[src/rtl/rtc_pkg.sv]
// Shared types and constants for the RTC SPI responder: command codes,
// per-command payload lengths, register-file layout and reset values,
// plus small helpers for register addressing and BCD counting.
package rtc_pkg;

  typedef enum logic [2:0] {
    CMD_RESET    = 3'd0,
    CMD_STATUS   = 3'd1,
    CMD_DATETIME = 3'd2,
    CMD_TIME     = 3'd3,
    CMD_ALARM    = 3'd4
  } cmd_e;

  typedef enum logic [1:0] {
    ST_IDLE,
    ST_CMD,
    ST_DATA,
    ST_IGNORE
  } state_e;

  // Upper nibble every valid command byte must carry.
  localparam logic [3:0] SYNC_MARKER       = 4'hF;
  localparam logic [2:0] CMD_FIRST_INVALID = 3'd5;

  // Payload bytes per command index.
  localparam logic [3:0] CMD_LEN [8] = '{4'd0, 4'd1, 4'd7, 4'd3, 4'd2, 4'd0, 4'd0, 4'd0};

  // Register file layout (status lives outside the array).
  localparam int         NUM_REGS     = 9;
  localparam logic [3:0] REG_YEAR     = 4'd0;
  localparam logic [3:0] REG_MON      = 4'd1;
  localparam logic [3:0] REG_DAY      = 4'd2;
  localparam logic [3:0] REG_WDAY     = 4'd3;
  localparam logic [3:0] REG_HOUR     = 4'd4;
  localparam logic [3:0] REG_MIN      = 4'd5;
  localparam logic [3:0] REG_SEC      = 4'd6;
  localparam logic [3:0] REG_ALARM_HH = 4'd7;
  localparam logic [3:0] REG_ALARM_MM = 4'd8;

  localparam logic [7:0] RST_YEAR   = 8'h00;
  localparam logic [7:0] RST_MON    = 8'h01;
  localparam logic [7:0] RST_DAY    = 8'h01;
  localparam logic [7:0] RST_WDAY   = 8'h00;
  localparam logic [7:0] RST_TIME   = 8'h00;
  localparam logic [7:0] RST_ALARM  = 8'h00;
  localparam logic [7:0] RST_STATUS = 8'h00;

  // First register a multi-byte command addresses.
  function automatic logic [3:0] reg_base(input logic [2:0] c);
    case (cmd_e'(c))
      CMD_DATETIME: reg_base = REG_YEAR;
      CMD_TIME:     reg_base = REG_HOUR;
      CMD_ALARM:    reg_base = REG_ALARM_HH;
      default:      reg_base = 4'd0;
    endcase
  endfunction

  function automatic logic [7:0] reg_reset_val(input logic [3:0] r);
    case (r)
      REG_YEAR:                   reg_reset_val = RST_YEAR;
      REG_MON:                    reg_reset_val = RST_MON;
      REG_DAY:                    reg_reset_val = RST_DAY;
      REG_WDAY:                   reg_reset_val = RST_WDAY;
      REG_HOUR, REG_MIN, REG_SEC: reg_reset_val = RST_TIME;
      REG_ALARM_HH, REG_ALARM_MM: reg_reset_val = RST_ALARM;
      default:                    reg_reset_val = 8'h00;
    endcase
  endfunction

  // Plain BCD increment; wrap points are handled by the caller.
  function automatic logic [7:0] bcd_inc(input logic [7:0] v);
    if (v[3:0] >= 4'd9) bcd_inc = {v[7:4] + 4'd1, 4'd0};
    else                bcd_inc = {v[7:4], v[3:0] + 4'd1};
  endfunction

endpackage

[src/rtl/rtc_spi_target_shift.sv]
// SPI target front end: input synchronizers, SPIClk edge detection, 8-bit
// receive/transmit shifters, byte-done pulse and select/deselect pulses.
// A byte is done one cycle after its 8th synced rising edge.
module rtc_spi_target_shift
  import rtc_pkg::*;
#(
  parameter int SYNC_STAGES = 2
) (
  input  logic       clk_i,
  input  logic       rst_i,
  input  logic       spi_clk_i,
  input  logic       spi_nsel_i,
  input  logic       spi_di_i,
  input  logic       load_i,
  input  logic [7:0] load_byte_i,
  output logic       sel_fall_o,
  output logic       desel_o,
  output logic       byte_done_o,
  output logic [7:0] rx_byte_o,
  output logic       tx_msb_o
);

  logic [SYNC_STAGES-1:0] clk_sync_q, nsel_sync_q, di_sync_q;
  logic                   clk_prev_q, nsel_prev_q;
  logic                   clk_s, nsel_s, di_s, rise, fall;
  logic [2:0]             cnt_q, cnt_d;
  logic [7:0]             rx_q, rx_d, tx_q, tx_d;
  logic                   done_q, done_d;

  // Synchronizers and edge history; history follows the synced level even in
  // reset so releasing reset with the target selected never fakes an edge.
  always_ff @(posedge clk_i) begin
    clk_sync_q  <= {clk_sync_q[SYNC_STAGES-2:0], spi_clk_i};
    nsel_sync_q <= {nsel_sync_q[SYNC_STAGES-2:0], spi_nsel_i};
    di_sync_q   <= {di_sync_q[SYNC_STAGES-2:0], spi_di_i};
    clk_prev_q  <= clk_sync_q[SYNC_STAGES-1];
    nsel_prev_q <= nsel_sync_q[SYNC_STAGES-1];
  end

  assign clk_s      = clk_sync_q[SYNC_STAGES-1];
  assign nsel_s     = nsel_sync_q[SYNC_STAGES-1];
  assign di_s       = di_sync_q[SYNC_STAGES-1];
  assign rise       = clk_s & ~clk_prev_q & ~nsel_s;
  assign fall       = ~clk_s & clk_prev_q & ~nsel_s;
  assign sel_fall_o = ~nsel_s & nsel_prev_q;
  assign desel_o    = nsel_s & ~nsel_prev_q;

  // Shift in on rising edges, shift out on falling edges; the falling edge
  // right after a byte boundary is skipped so a freshly loaded MSB stays put.
  always_comb begin
    cnt_d  = cnt_q;
    rx_d   = rx_q;
    tx_d   = tx_q;
    done_d = 1'b0;
    if (sel_fall_o || desel_o) begin
      cnt_d = 3'd0;
    end else if (rise) begin
      rx_d   = {rx_q[6:0], di_s};
      cnt_d  = cnt_q + 3'd1;
      done_d = (cnt_q == 3'd7);
    end
    if (load_i)                    tx_d = load_byte_i;
    else if (fall && cnt_q != 3'd0) tx_d = {tx_q[6:0], 1'b0};
  end

  // Shifter state registers.
  always_ff @(posedge clk_i) begin
    if (rst_i) begin
      cnt_q  <= 3'd0;
      rx_q   <= 8'h00;
      tx_q   <= 8'h00;
      done_q <= 1'b0;
    end else begin
      cnt_q  <= cnt_d;
      rx_q   <= rx_d;
      tx_q   <= tx_d;
      done_q <= done_d;
    end
  end

  assign byte_done_o = done_q;
  assign rx_byte_o   = rx_q;
  assign tx_msb_o    = tx_q[7];

endmodule

[src/rtl/rtc_spi_responder.sv]
// RTC-side SPI target: decodes a command byte, then streams register bytes
// out (read) or commits received bytes (write); deselect aborts at any time.
// Optional 1 Hz BCD time keeping is enabled by defining RTC_RESPONDER_TICK_EN.
module rtc_spi_responder
  import rtc_pkg::*;
#(
  parameter int SYNC_STAGES = 2
) (
  input  logic       SClk,
  input  logic       Reset,
  input  logic       SPIClk,
  input  logic       nSPISel,
  input  logic       SPIDi,
  output logic       SPIDo,
  output logic       SPIDoEn,
  output logic       CmdStrobe,
  output logic [2:0] CmdIndex,
  output logic [7:0] Status
`ifdef RTC_RESPONDER_TICK_EN
  ,
  input  logic       TickSec,
  output logic       DayCarry
`endif
);

  state_e     state_q, state_d;
  logic [2:0] cmd_q, cmd_d, idx_q, idx_d, cmd_index_q, cmd_index_d;
  logic       wr_q, wr_d, strobe_q, strobe_d;
  logic [7:0] status_q, status_d;
  logic [7:0] regs_q [NUM_REGS];
  logic [7:0] regs_d [NUM_REGS];

  logic       sel_fall, desel, byte_done, tx_msb, load, commit;
  logic [7:0] rx_byte, rd_val;
  logic [2:0] rd_cmd, rd_idx;
  logic [3:0] rd_addr, wr_addr;

`ifdef RTC_RESPONDER_TICK_EN
  logic tick_pend_q, tick_pend_d, day_carry_q, day_carry_d;
`endif

  rtc_spi_target_shift #(.SYNC_STAGES(SYNC_STAGES)) u_shift (
    .clk_i       (SClk),
    .rst_i       (Reset),
    .spi_clk_i   (SPIClk),
    .spi_nsel_i  (nSPISel),
    .spi_di_i    (SPIDi),
    .load_i      (load),
    .load_byte_i (rd_val),
    .sel_fall_o  (sel_fall),
    .desel_o     (desel),
    .byte_done_o (byte_done),
    .rx_byte_o   (rx_byte),
    .tx_msb_o    (tx_msb)
  );

  // Next byte to present: byte 0 of a just-decoded command, else the one after idx_q.
  always_comb begin
    rd_cmd = cmd_q;
    rd_idx = idx_q + 3'd1;
    if (state_q == ST_CMD) begin
      rd_cmd = rx_byte[3:1];
      rd_idx = 3'd0;
    end
    rd_addr = reg_base(rd_cmd) + {1'b0, rd_idx};
    rd_val  = (rd_cmd == CMD_STATUS) ? status_q : regs_q[rd_addr];
    wr_addr = reg_base(cmd_q) + {1'b0, idx_q};
  end

  // Command FSM, register-file writes and optional time keeping.
  always_comb begin
    state_d     = state_q;
    cmd_d       = cmd_q;
    idx_d       = idx_q;
    wr_d        = wr_q;
    status_d    = status_q;
    regs_d      = regs_q;
    strobe_d    = 1'b0;
    cmd_index_d = cmd_index_q;
    load        = 1'b0;
    commit      = 1'b0;
    case (state_q)
      ST_IDLE: if (sel_fall) state_d = ST_CMD;
      ST_CMD: if (byte_done) begin
        if (rx_byte[7:4] != SYNC_MARKER || rx_byte[3:1] >= CMD_FIRST_INVALID) begin
          state_d = ST_IGNORE;
        end else if (rx_byte[3:1] == CMD_RESET) begin
          status_d = RST_STATUS;
          for (int i = 0; i < NUM_REGS; i++) regs_d[i] = reg_reset_val(4'(i));
          commit      = 1'b1;
          strobe_d    = 1'b1;
          cmd_index_d = CMD_RESET;
          state_d     = ST_IGNORE;
        end else begin
          cmd_d   = rx_byte[3:1];
          wr_d    = rx_byte[0];
          idx_d   = 3'd0;
          load    = ~rx_byte[0];
          state_d = ST_DATA;
        end
      end
      ST_DATA: if (byte_done) begin
        if (wr_q) begin
          commit = 1'b1;
          if (cmd_q == CMD_STATUS) status_d = rx_byte;
          else                     regs_d[wr_addr] = rx_byte;
        end
        if ({1'b0, idx_q} + 4'd1 == CMD_LEN[cmd_q]) begin
          strobe_d    = 1'b1;
          cmd_index_d = cmd_q;
          state_d     = ST_IGNORE;
        end else begin
          idx_d = idx_q + 3'd1;
          load  = ~wr_q;
        end
      end
      default: ;
    endcase
    if (desel) state_d = ST_IDLE;

`ifdef RTC_RESPONDER_TICK_EN
    // A tick that lands on a register commit waits one cycle.
    tick_pend_d = 1'b0;
    day_carry_d = 1'b0;
    if (TickSec || tick_pend_q) begin
      if (commit) begin
        tick_pend_d = 1'b1;
      end else if (regs_q[REG_SEC] != 8'h59) begin
        regs_d[REG_SEC] = bcd_inc(regs_q[REG_SEC]);
      end else begin
        regs_d[REG_SEC] = 8'h00;
        if (regs_q[REG_MIN] != 8'h59) begin
          regs_d[REG_MIN] = bcd_inc(regs_q[REG_MIN]);
        end else begin
          regs_d[REG_MIN] = 8'h00;
          if (regs_q[REG_HOUR] != 8'h23) begin
            regs_d[REG_HOUR] = bcd_inc(regs_q[REG_HOUR]);
          end else begin
            regs_d[REG_HOUR] = 8'h00;
            day_carry_d      = 1'b1;
          end
        end
      end
    end
`endif
  end

  // State and register file.
  always_ff @(posedge SClk) begin
    if (Reset) begin
      state_q     <= ST_IDLE;
      cmd_q       <= 3'd0;
      idx_q       <= 3'd0;
      wr_q        <= 1'b0;
      status_q    <= RST_STATUS;
      strobe_q    <= 1'b0;
      cmd_index_q <= 3'd0;
      for (int i = 0; i < NUM_REGS; i++) regs_q[i] <= reg_reset_val(4'(i));
    end else begin
      state_q     <= state_d;
      cmd_q       <= cmd_d;
      idx_q       <= idx_d;
      wr_q        <= wr_d;
      status_q    <= status_d;
      strobe_q    <= strobe_d;
      cmd_index_q <= cmd_index_d;
      regs_q      <= regs_d;
    end
  end

`ifdef RTC_RESPONDER_TICK_EN
  // Pending tick and day-carry pulse.
  always_ff @(posedge SClk) begin
    if (Reset) begin
      tick_pend_q <= 1'b0;
      day_carry_q <= 1'b0;
    end else begin
      tick_pend_q <= tick_pend_d;
      day_carry_q <= day_carry_d;
    end
  end

  assign DayCarry = day_carry_q;
`endif

  // Drive zeros during the command byte, data on reads, ones once ignoring.
  always_comb begin
    case (state_q)
      ST_DATA:   SPIDo = tx_msb & ~wr_q;
      ST_IGNORE: SPIDo = 1'b1;
      default:   SPIDo = 1'b0;
    endcase
  end

  assign SPIDoEn   = (state_q != ST_IDLE);
  assign CmdStrobe = strobe_q;
  assign CmdIndex  = cmd_index_q;
  assign Status    = status_q;

endmodule
[config.mk]
export PLATFORM = sky130hd
export DESIGN_NAME = rtc_spi_responder
export DESIGN_NICKNAME = d
export VERILOG_FILES = /design/src/rtl/rtc_pkg.sv /design/src/rtl/rtc_spi_target_shift.sv /design/src/rtl/rtc_spi_responder.sv
export SDC_FILE = /design/constraint.sdc
export NUM_CORES = 1
export LEC_CHECK = 0
export ABC_AREA = 1
export CORE_UTILIZATION = 55
export CTS_CLUSTER_SIZE = 20
export DETAILED_ROUTE_END_ITERATION = 7
export PLACE_DENSITY = 0.73
export SYNTH_ARGS = -nofsm -noshare
export SYNTH_HDL_FRONTEND = slang
export SYNTH_SLANG_ARGS = --single-unit
[constraint.sdc]
create_clock -name SClk -period 3.72 [get_ports SClk]
set_clock_uncertainty 0.15 [all_clocks]
set_input_delay 0.93 -clock SClk [delete_from_list [all_inputs] [get_ports SClk]]
set_output_delay 0.93 -clock SClk [all_outputs]
set_load 0.1 [all_outputs]
* Word level (Yosys, flattened, before mapping) *
Memories as Yosys holds them, arrays and structs flattened.
Cells that the tools add are included.

storage, ports and cells
  memories kept = 1
  input bits = 5
  bits in latches = 0
  bits in writable memories = 0
  register bits = 121
  memory bits (read-only) = 32

operators by class
  reductions and logical operators = 21
  add/sub/neg operators = 5
  multipliers = 0
  $lt $le $gt $ge = 5
  mux-type cells = 61
  equal/unequal tests = 23
  bitwise operators = 20
  shift-type cells = 0
  divide/modulo/power cells = 0

memory list
  memory            depth  width  read ports  clocked after Yosys merged registers in  wr ports  RTL line                  source
  (name not given)  8      4      1           0                                        0         rtc_spi_responder.sv:108  if ({1'b0, idx_q} + 4'd1 == CMD_LEN[cmd_q]) begin

operator list
  kind                                                    count
  2-to-1 mux 72 bit                                       6
  one-hot mux 72 bit (2 select lines)                     1
  2-to-1 mux 8 bit                                        12
  bitwise mux 72 bit                                      1
  2-to-1 mux 3 bit                                        12
  binary-select mux 8 bit (select 4 bit)                  1
  demux 8 bit (select 4 bit)                              1
  one-hot mux 3 bit (2 select lines)                      4
  one-hot mux 8 bit (2 select lines)                      1
  inequality test 2 bit (second input constant)           7
  AND reduction 7 bit                                     2
  2-to-1 mux 1 bit                                        12
  AND reduction 6 bit                                     2
  >= comparator 5 bit (second input constant)             2
  inverter 1 bit                                          10
  inverter 4 -> 5 bit                                     2
  equality test 3 bit (second input constant)             3
  adder 4 x 3 -> 4 bit                                    2
  2-to-1 mux 2 bit                                        4
  2-to-1 mux 4 bit                                        2
  inequality test 2 x 1 -> 1 bit (second input constant)  4
  bitwise AND 1 bit                                       7
  adder 3 x 1 -> 3 bit (second input constant)            2
  equality test 3 x 1 -> 1 bit (second input constant)    2
  other kinds (23)                                        33

* Longest topological paths before layout *
Gate-level depths: netlist (run 1).

  depth after elaboration = 13
  gate-level depth with buffers = 24
  depth with buffers taken out = 21

* Modules after synthesis *
From an unflattened synthesis (run 1), not the netlist that was laid out.

unflattened totals
  cells, all modules = 860
  area, all modules = 6078.3 sq um

modules (own cells, without submodules)
  module                sequential area each (sq um)  cells each  area an instance (sq um)  times used
  rtc_spi_responder     1861.8                        730         4999.8                    1
  rtc_spi_target_shift  560.5                         130         1078.5                    1

* Least setup slack after synthesis (run 1) *
No wires, ideal clock.

  kind = reg2reg
  from = register state_q[1]
  to = register u_shift.tx_q[4]
  cell stages (with the launch flop) = 24
  setup time = 128 ps
  path slack = 392 ps
  required time = 3442 ps
  period minus slack after synthesis = 3328 ps
  data arrival time = 3050 ps
  cell sequence = dfxtp_1 inv_1 ha_1 buf_4 o21ai_0 inv_2 nor2_1 inv_1 nor2_1 ha_1 inv_1 fa_1 buf_2 inv_1 clkbuf_1 nor2_1 nand2_1 nor2_1 nor2_1 a21oi_1 nand3_1 nand2_1 nor2_1 nor2_1

between the ends
  cells in the longest elaborated chain, start to end = 11
  elaborated cells on any way between the ends = 17
  those cells by class = add/sub (1); eq/ne (5); mux (9); bitwise (1); reduce/logical (1)

ends and longest elaborated chain
  what                                                                        RTL line                                          source
  from (decl)                                                                 rtc_spi_responder.sv:26                           state_e state_q, state_d;
  from (signal assigned)                                                      rtc_spi_responder.sv:160                          state_q <= state_d;
  equality test 2 x 1 -> 1 bit                                                rtc_spi_responder.sv:61, rtc_spi_responder.sv:82
  2-to-1 mux 3 bit                                                            rtc_spi_responder.sv:61                           if (state_q == ST_CMD) begin
  equality test 3 bit / equality test 3 x 2 -> 1 bit (equally long branches)  rtc_pkg.sv:50                                     case (cmd_e'(c))
  one-hot mux 3 bit (2 select lines)                                          rtc_pkg.sv:50
  adder 4 x 3 -> 4 bit                                                        rtc_spi_responder.sv:65                           rd_addr = reg_base(rd_cmd) + {1'b0, rd_idx};
  inverter 4 -> 5 bit (implied by the code)                                   rtc_spi_responder.sv:66                           rd_val = (rd_cmd == CMD_STATUS) ? status_q : regs_q[rd_addr];
  binary-select mux 8 bit (select 4 bit)                                      rtc_spi_responder.sv:66
  2-to-1 mux 8 bit (implied by the code) (2 in series)                        rtc_spi_responder.sv:66
  2-to-1 mux 8 bit                                                            rtc_spi_responder.sv:66
  2-to-1 mux 8 bit                                                            rtc_spi_target_shift.sv:62                        if (load_i) tx_d = load_byte_i;
  to (signal assigned)                                                        rtc_spi_target_shift.sv:76                        tx_q <= tx_d;
  to (decl)                                                                   rtc_spi_target_shift.sv:27                        logic [7:0] rx_q, rx_d, tx_q, tx_d;

Several ways; a longest one is shown, not always the timed one. The select of a mux whose other input is x is not followed.
A chain may end at the register's enable or synchronous reset.

* Worst setup path after layout (run 1) *
  from = register state_q[1]
  to = register u_shift.tx_q[6]

The elaborated chain is that of the path after synthesis.

==> results_dict.tcl, run 1 <==
set metrics [dict create \
    status "finished, final reports clean" \
    clk_pin_slew_worst_paths_ns 0.05 \
    fin_cells 1100 \
    die_h_um 108 \
    timing.fmax_mhz 300 \
    yosys_warnings 0 \
    place_ws_ns 0.123 \
    startpoint_type "flip-flop" \
    clkSinkCount 121 \
    pin_count 19 \
    drc 0 \
    grt_max_degree 86 \
    path_class "flip-flop to flip-flop" \
    io_buffers 18 \
    viasPerCell 5.53 \
    drv_slew 0 \
    powerDensity_nw_per_um2 569 \
    wl_um 17300 \
    grt_overflow 0 \
    regArea_um2 2420 \
    clockRootBuffer "clkbuf_16" \
    cp-end-kind "flip-flop" \
    fin_ws_ns 0.384 \
    ant_nets 0 \
    period_minus_slack_ns 3.34 \
    firstDrtPassIters 5 \
    layout_common_cells "340 x nand2_1, 121 x dfxtp_1, 106 x a21oi_1, 85 x nor2_1, 70 x inv_1" \
    layout-drive-gt1-share_pct 10.2 \
    die_w_um 108 \
    ys_seq_area_share_pct 38.9 \
    cts_tree "built" \
    crit_fanout 9 \
    dieArea_um2 11800 \
    clock_latency_ns 0.42 \
    ctsLongestPathBuffers 2 \
    grt_util_all_layers_pct 30.9 \
    multi_input_area_um2 3370 \
    num_rows 38 \
    diodes 0 \
    final_common_cell "nand2_1" \
    maxCapViolCount 0 \
    postSynthRegisterBits 121 \
    synth_fp_nets 949 \
    worstHoldPathType "flip-flop to flip-flop" \
    synth_cell_type_count 33 \
    setup_viol 0 \
    hold_viol_final 0 \
    gp_congestion 0.885 \
    drt-initial-drc-count 701 \
    antenna_found_initial 0 \
    slew_headroom_pct 37.0 \
    grt_pass1_vias 5432 \
    crit_arrival_ns 3.45 \
    final_nets 971 \
    rsz0062_at_grt "false" \
    vdd_drop_max_v 0.000427 \
    grt_pass1_wl_um 27200 \
    dpl.hpwl_um 11700 \
    synth_area_um2 6230 \
    syn_avg_cell_area_um2 6.73 \
    initial_utilization_pct 57.0 \
    fin_crit_sh_pct 89.7 \
    dp.cells 1065 \
    worstMarginPinSlew_ns 0.944 \
    core_um2 10900 \
    wl_per_cell_um 15.7 \
    syn2layout_area_growth_pct 15.3 \
    fillCellCount 985 \
    cp.required_ns 3.83 \
    cts_max_level 4 \
    vias 6086 \
    synthCells 926 \
    leakagePower_nw 3.02 \
    numCtsBuffers 17 \
    setup_tns_ns 0 \
]
worst max-delay path: stages, from the launching register on:
cell and delay, ns:
dfxtp_1 0.35, inv_1 0.11, ha_4 0.20, o21ai_1 0.18, inv_2 0.07, nor2_1 0.10, inv_1 0.06, nor2_2 0.12
ha_1 0.16, inv_1 0.06, fa_2 0.67, clkinvlp_4 0.18, buf_4 0.17, nand2_1 0.05, nand3_1 0.06, nand3_1 0.09
a21oi_1 0.09, nand3_1 0.08, nand2_1 0.07, nor2_1 0.11, nor2_1 0.05
cell type report:
cell class              instances  area share, %
multi-input cells             690           47.0
repair buffers                 30           3.43
repair inverters                2          0.209
well taps                     140           2.44
clock inverters                 8           1.99
inverters                      86           4.61
clock buffers                  23           6.65
flip-flops and latches        121           33.7
cells in the mapped netlist:
cell         n  area (µm²)
a21oi_1    106         531
inv_1       71         267
dfxtp_1    121        2420
nand3_1     60         300
inv_6        1        8.76
xnor2_1      1        8.76
nor2_1      86         323
xor2_2       1        16.3
nand2_8      1        20.0
o211ai_1     3        22.5
nor2_2       1        6.26
ha_1        16         200
nand2_2      2        12.5
o21ai_1      3        15.0
clkinv_1     8        30.0
o21bai_2     1        11.3
inv_2        6        22.5
nand2_4      1        11.3
o2111a_1     1        11.3
clkbuf_1    20        75.1
buf_4        2        15.0
xor2_1       1        8.76
o21ai_2      3        26.3
buf_2        7        35.0
o22ai_1      1        6.26
nor3_1       5        25.0
o21ai_0     33         165
nand2_1    340        1280
nor2_8       9         180
nor2_4      11         124
fa_1         2        40.0
o2111ai_1    1        8.76
o21bai_1     1        7.51
power breakdown:
part | internal [mW] | switching, mW
combinational | 0.315 | 0.703
clock | 1.17 | 0.575
sequential | 1.31 | 0.0163
cell families after synthesis:
| family | count (synthesis) | synth area share (%) |
|---|---|---|
| AOI/OAI and AO/OA | 153 | 12.9 |
| xor gates and xnor gates | 3 | 0.542 |
| adders and majority gates | 18 | 3.85 |
| buffers and inverters | 115 | 7.27 |
| DFF | 121 | 38.9 |
| and+or+nand+nor | 516 | 36.6 |
repair_timing:
action | 4_1_cts | 5_1_grt
gates resized for setup | 0 | 9
setup endpoints to repair | 0 | 8
hold endpoints to repair | 0 | 0
setup buffers | 0 | 2
hold buffers | 0 | 0
metal layers:
| layer | vias to the layer above | track usage (%) | routed length, µm |
|---|---|---|---|
| li1 | 2978 | - | - |
| met1 | 2854 | 40.2 | 7400 |
| met2 | 221 | 49.4 | 8200 |
| met3 | 33 | 6.51 | 1210 |
| met4 | 0 | 12.8 | 464 |
| met5 | - | 0 | 0 |
state kept, by name, indices dropped and copies added, names as in the netlist, 3 cells and up:
signal / flops
u_shift.tx_q: 8
Status: 8
idx_q: 3
u_shift.cnt_q: 3
CmdIndex: 3
cmd_q: 3
regs_q: 72
u_shift.rx_byte_o: 8
through the flow:
step / cell area (µm²) / hold slack (ns) / power, mW / utilization, %
2_1_floorplan: 6230 / 0.160 / 2.03 / -
3_3_place_gp: 6510 / 0.164 / 2.26 / 59.5
3_5_place_dp: 6510 / 0.163 / 2.28 / 59.5
4_1_cts: 7130 / 0.176 / 4.01 / 65.2
5_1_grt: 7190 / 0.183 / 4.25 / 65.7
6_report: 7190 / 0.177 / 4.09 / 65.7
worst paths after layout:
check,start,to,slack [ns],depth (start not counted)
max reg2reg,state_q[1]$_SDFFE_PP0P_,u_shift.tx_q[6]$_SDFFE_PP0P_,0.38,20
min,u_shift.clk_sync_q[0]$_DFF_P_,u_shift.clk_sync_q[1]$_DFF_P_,0.18,0
max,state_q[1]$_SDFFE_PP0P_,u_shift.tx_q[6]$_SDFFE_PP0P_,0.38,20
min reg2reg,u_shift.clk_sync_q[0]$_DFF_P_,u_shift.clk_sync_q[1]$_DFF_P_,0.18,0
No activity file was read; power rests on OpenSTA's default activity.
==> run 2, diff against run 1 <==
==> constraint.sdc (replaced) <==
create_clock -name SClk -period 3.72 [get_ports SClk]
set_clock_uncertainty 0.15 [all_clocks]
set_input_delay 0.93 -clock SClk [delete_from_list [all_inputs] [get_ports SClk]]
set_output_delay 0.93 -clock SClk [all_outputs]
set_load 0.02 [all_outputs]
==> run 2 against run 1 <==
Against the previous run: sequential cell count is the same; hold slack lost 0.0016 ns; final area rose by 0.59%; combinational power is 3% lower.
==> results_dict.tcl, run 2 (same netlist as run 1, synthesis figures left out) <==
set metrics [dict create \
    status "finished, final reports clean" \
    power_frac_seq_pct 32.4 \
    grt_util_all_layers_pct 31.1 \
    viasPerCell 5.48 \
    period_minus_slack_ns 3.42 \
    r2r_slack_ns 0.30 \
    core_um2 10900 \
    fin_area_um2 7230 \
    min_path_cells 0 \
    num_rows 38 \
    fin_crit_sh_pct 91.8 \
    clockRootBuffer "clkbuf_16" \
    cp-end-kind "flip-flop" \
    largest-register "regs_q" \
    vias 6027 \
    grt_overflow 0 \
    crit_fanout 13 \
    grt_pass1_wl_um 27500 \
    powerDensity_nw_per_um2 567 \
    switchingPower_mw 1.30 \
    path_class "flip-flop to flip-flop" \
    wl_um 17400 \
    startpoint_type "flip-flop" \
    crit_top_cell "nor2_1" \
    total_power_mw 4.10 \
    syn2layout_area_growth_pct 16.0 \
    timing.fmax_mhz 293 \
    ant_nets 0 \
    setup_tns_ns 0 \
    worstHoldPathType "flip-flop to flip-flop" \
    layout_common_cells "340 x nand2_1, 121 x dfxtp_1, 106 x a21oi_1, 86 x nor2_1, 70 x inv_1" \
    cts_tree "built" \
    pin_count 19 \
    fin_ws_ns 0.304 \
    numCtsBuffers 17 \
    layout-drive-gt1-share_pct 8.96 \
    vdd_drop_max_v 0.000410 \
    diodes 0 \
    antenna_found_initial 0 \
    drv_slew 0 \
    utilization_pct 66.1 \
    ctsLongestPathBuffers 2 \
    fin_cells 1100 \
    drc 0 \
    cp.required_ns 3.86 \
    worstMarginPinSlew_ns 0.932 \
    largest_reg_flops 72 \
    switching_share_pct 31.7 \
    firstDrtPassIters 8 \
    hold_slack_ns 0.176 \
    gp_congestion 0.854 \
    clkSinkCount 121 \
    maxCapViolCount 0 \
    postPlaceCellArea_um2 6530 \
    wl_per_cell_um 15.8 \
    crit_arrival_ns 3.55 \
    p_clk_share_pct 43.5 \
    grt_max_degree 86 \
    place_ws_ns 0.0694 \
    worst_path_max_delay_cell "fa_2" \
    slew_headroom_pct 37.8 \
    die_h_um 108 \
    cpPeakStageDelay_ns 0.63 \
    p_int_mw 2.80 \
    reg2regPathDepth 20 \
    clk_pin_slew_worst_paths_ns 0.06 \
    dpl.hpwl_um 11700 \
    setup_viol 0 \
    rsz0062_at_grt "false" \
    final_common_cell "nand2_1" \
    power_frac_comb_pct 24.0 \
    clock_latency_ns 0.43 \
    die_w_um 108 \
    cts_max_level 4 \
    dp.cells 1065 \
    io_buffers 18 \
    initial_utilization_pct 57.0 \
    grt_pass1_vias 5497 \
    drt-initial-drc-count 636 \
    hold_viol_final 0 \
    dieArea_um2 11800 \
    leakagePower_nw 3.00 \
    final_nets 970 \
    crit_chain "inv_1, ha_4, o21ai_1, inv_2, nor2_1, inv_1, nor2_1, ha_1, inv_1, fa_2, buf_12, clkinvlp_4, nand2_1, nand3_1, nand3_1, a21oi_1, nand3_1, nand2_1, nor2_1, nor2_1" \
]
## run 2: power groups by stage
stage / Sequential (mW) / Clock, mW / Combinational, mW
5_1_grt: 1.33 / 1.85 / 1.07
3_5_place_dp: 1.36 / 0 / 0.873
2_1_floorplan: 1.35 / 0 / 0.653
4_1_cts: 1.33 / 1.79 / 0.876
3_3_place_gp: 1.35 / 0 / 0.864
6_report: 1.33 / 1.78 / 0.985
## run 2: per-layer routing
metal	GRT usage [%]	part of all wire, %
met5	0	0
met4	13.0	2.9
met3	7.96	8.0
met2	50.8	48
met1	38.8	41
## run 2: final cells by class
class	count	area [µm²]
fillers	950	3710
multi-input cells	690	3370
flip-flops and latches	121	2420
clock buffers	20	467
inverters	86	332
repair buffers	29	274
well taps	140	175
clock inverters	12	171
repair inverters	2	15.0
## run 2: path summary, 6_finish.rpt
check	from	end
min reg2reg	u_shift.di_sync_q[0]$_DFF_P_	u_shift.di_sync_q[1]$_DFF_P_
max	state_q[1]$_SDFFE_PP0P_	u_shift.tx_q[2]$_SDFFE_PP0P_
max reg2reg	state_q[1]$_SDFFE_PP0P_	u_shift.tx_q[2]$_SDFFE_PP0P_
min	u_shift.di_sync_q[0]$_DFF_P_	u_shift.di_sync_q[1]$_DFF_P_
## run 2: repair_timing
item	in CTS	in global routing
gates resized for setup	0	8
endpoints found under the setup margin	0	8
buffers inserted	0	1
hold buffers	0	0
## run 2: critical path, delay by kind of cell (launching register included)
| family | cells | cell delay, ns |
|---|---|---|
| DFF | 1 | 0.36 |
| adders and majority gates | 3 | 1.03 |
| and+or+nand+nor | 9 | 0.85 |
| buffers and inverters | 6 | 0.59 |
| AOI/OAI and AO/OA | 2 | 0.26 |
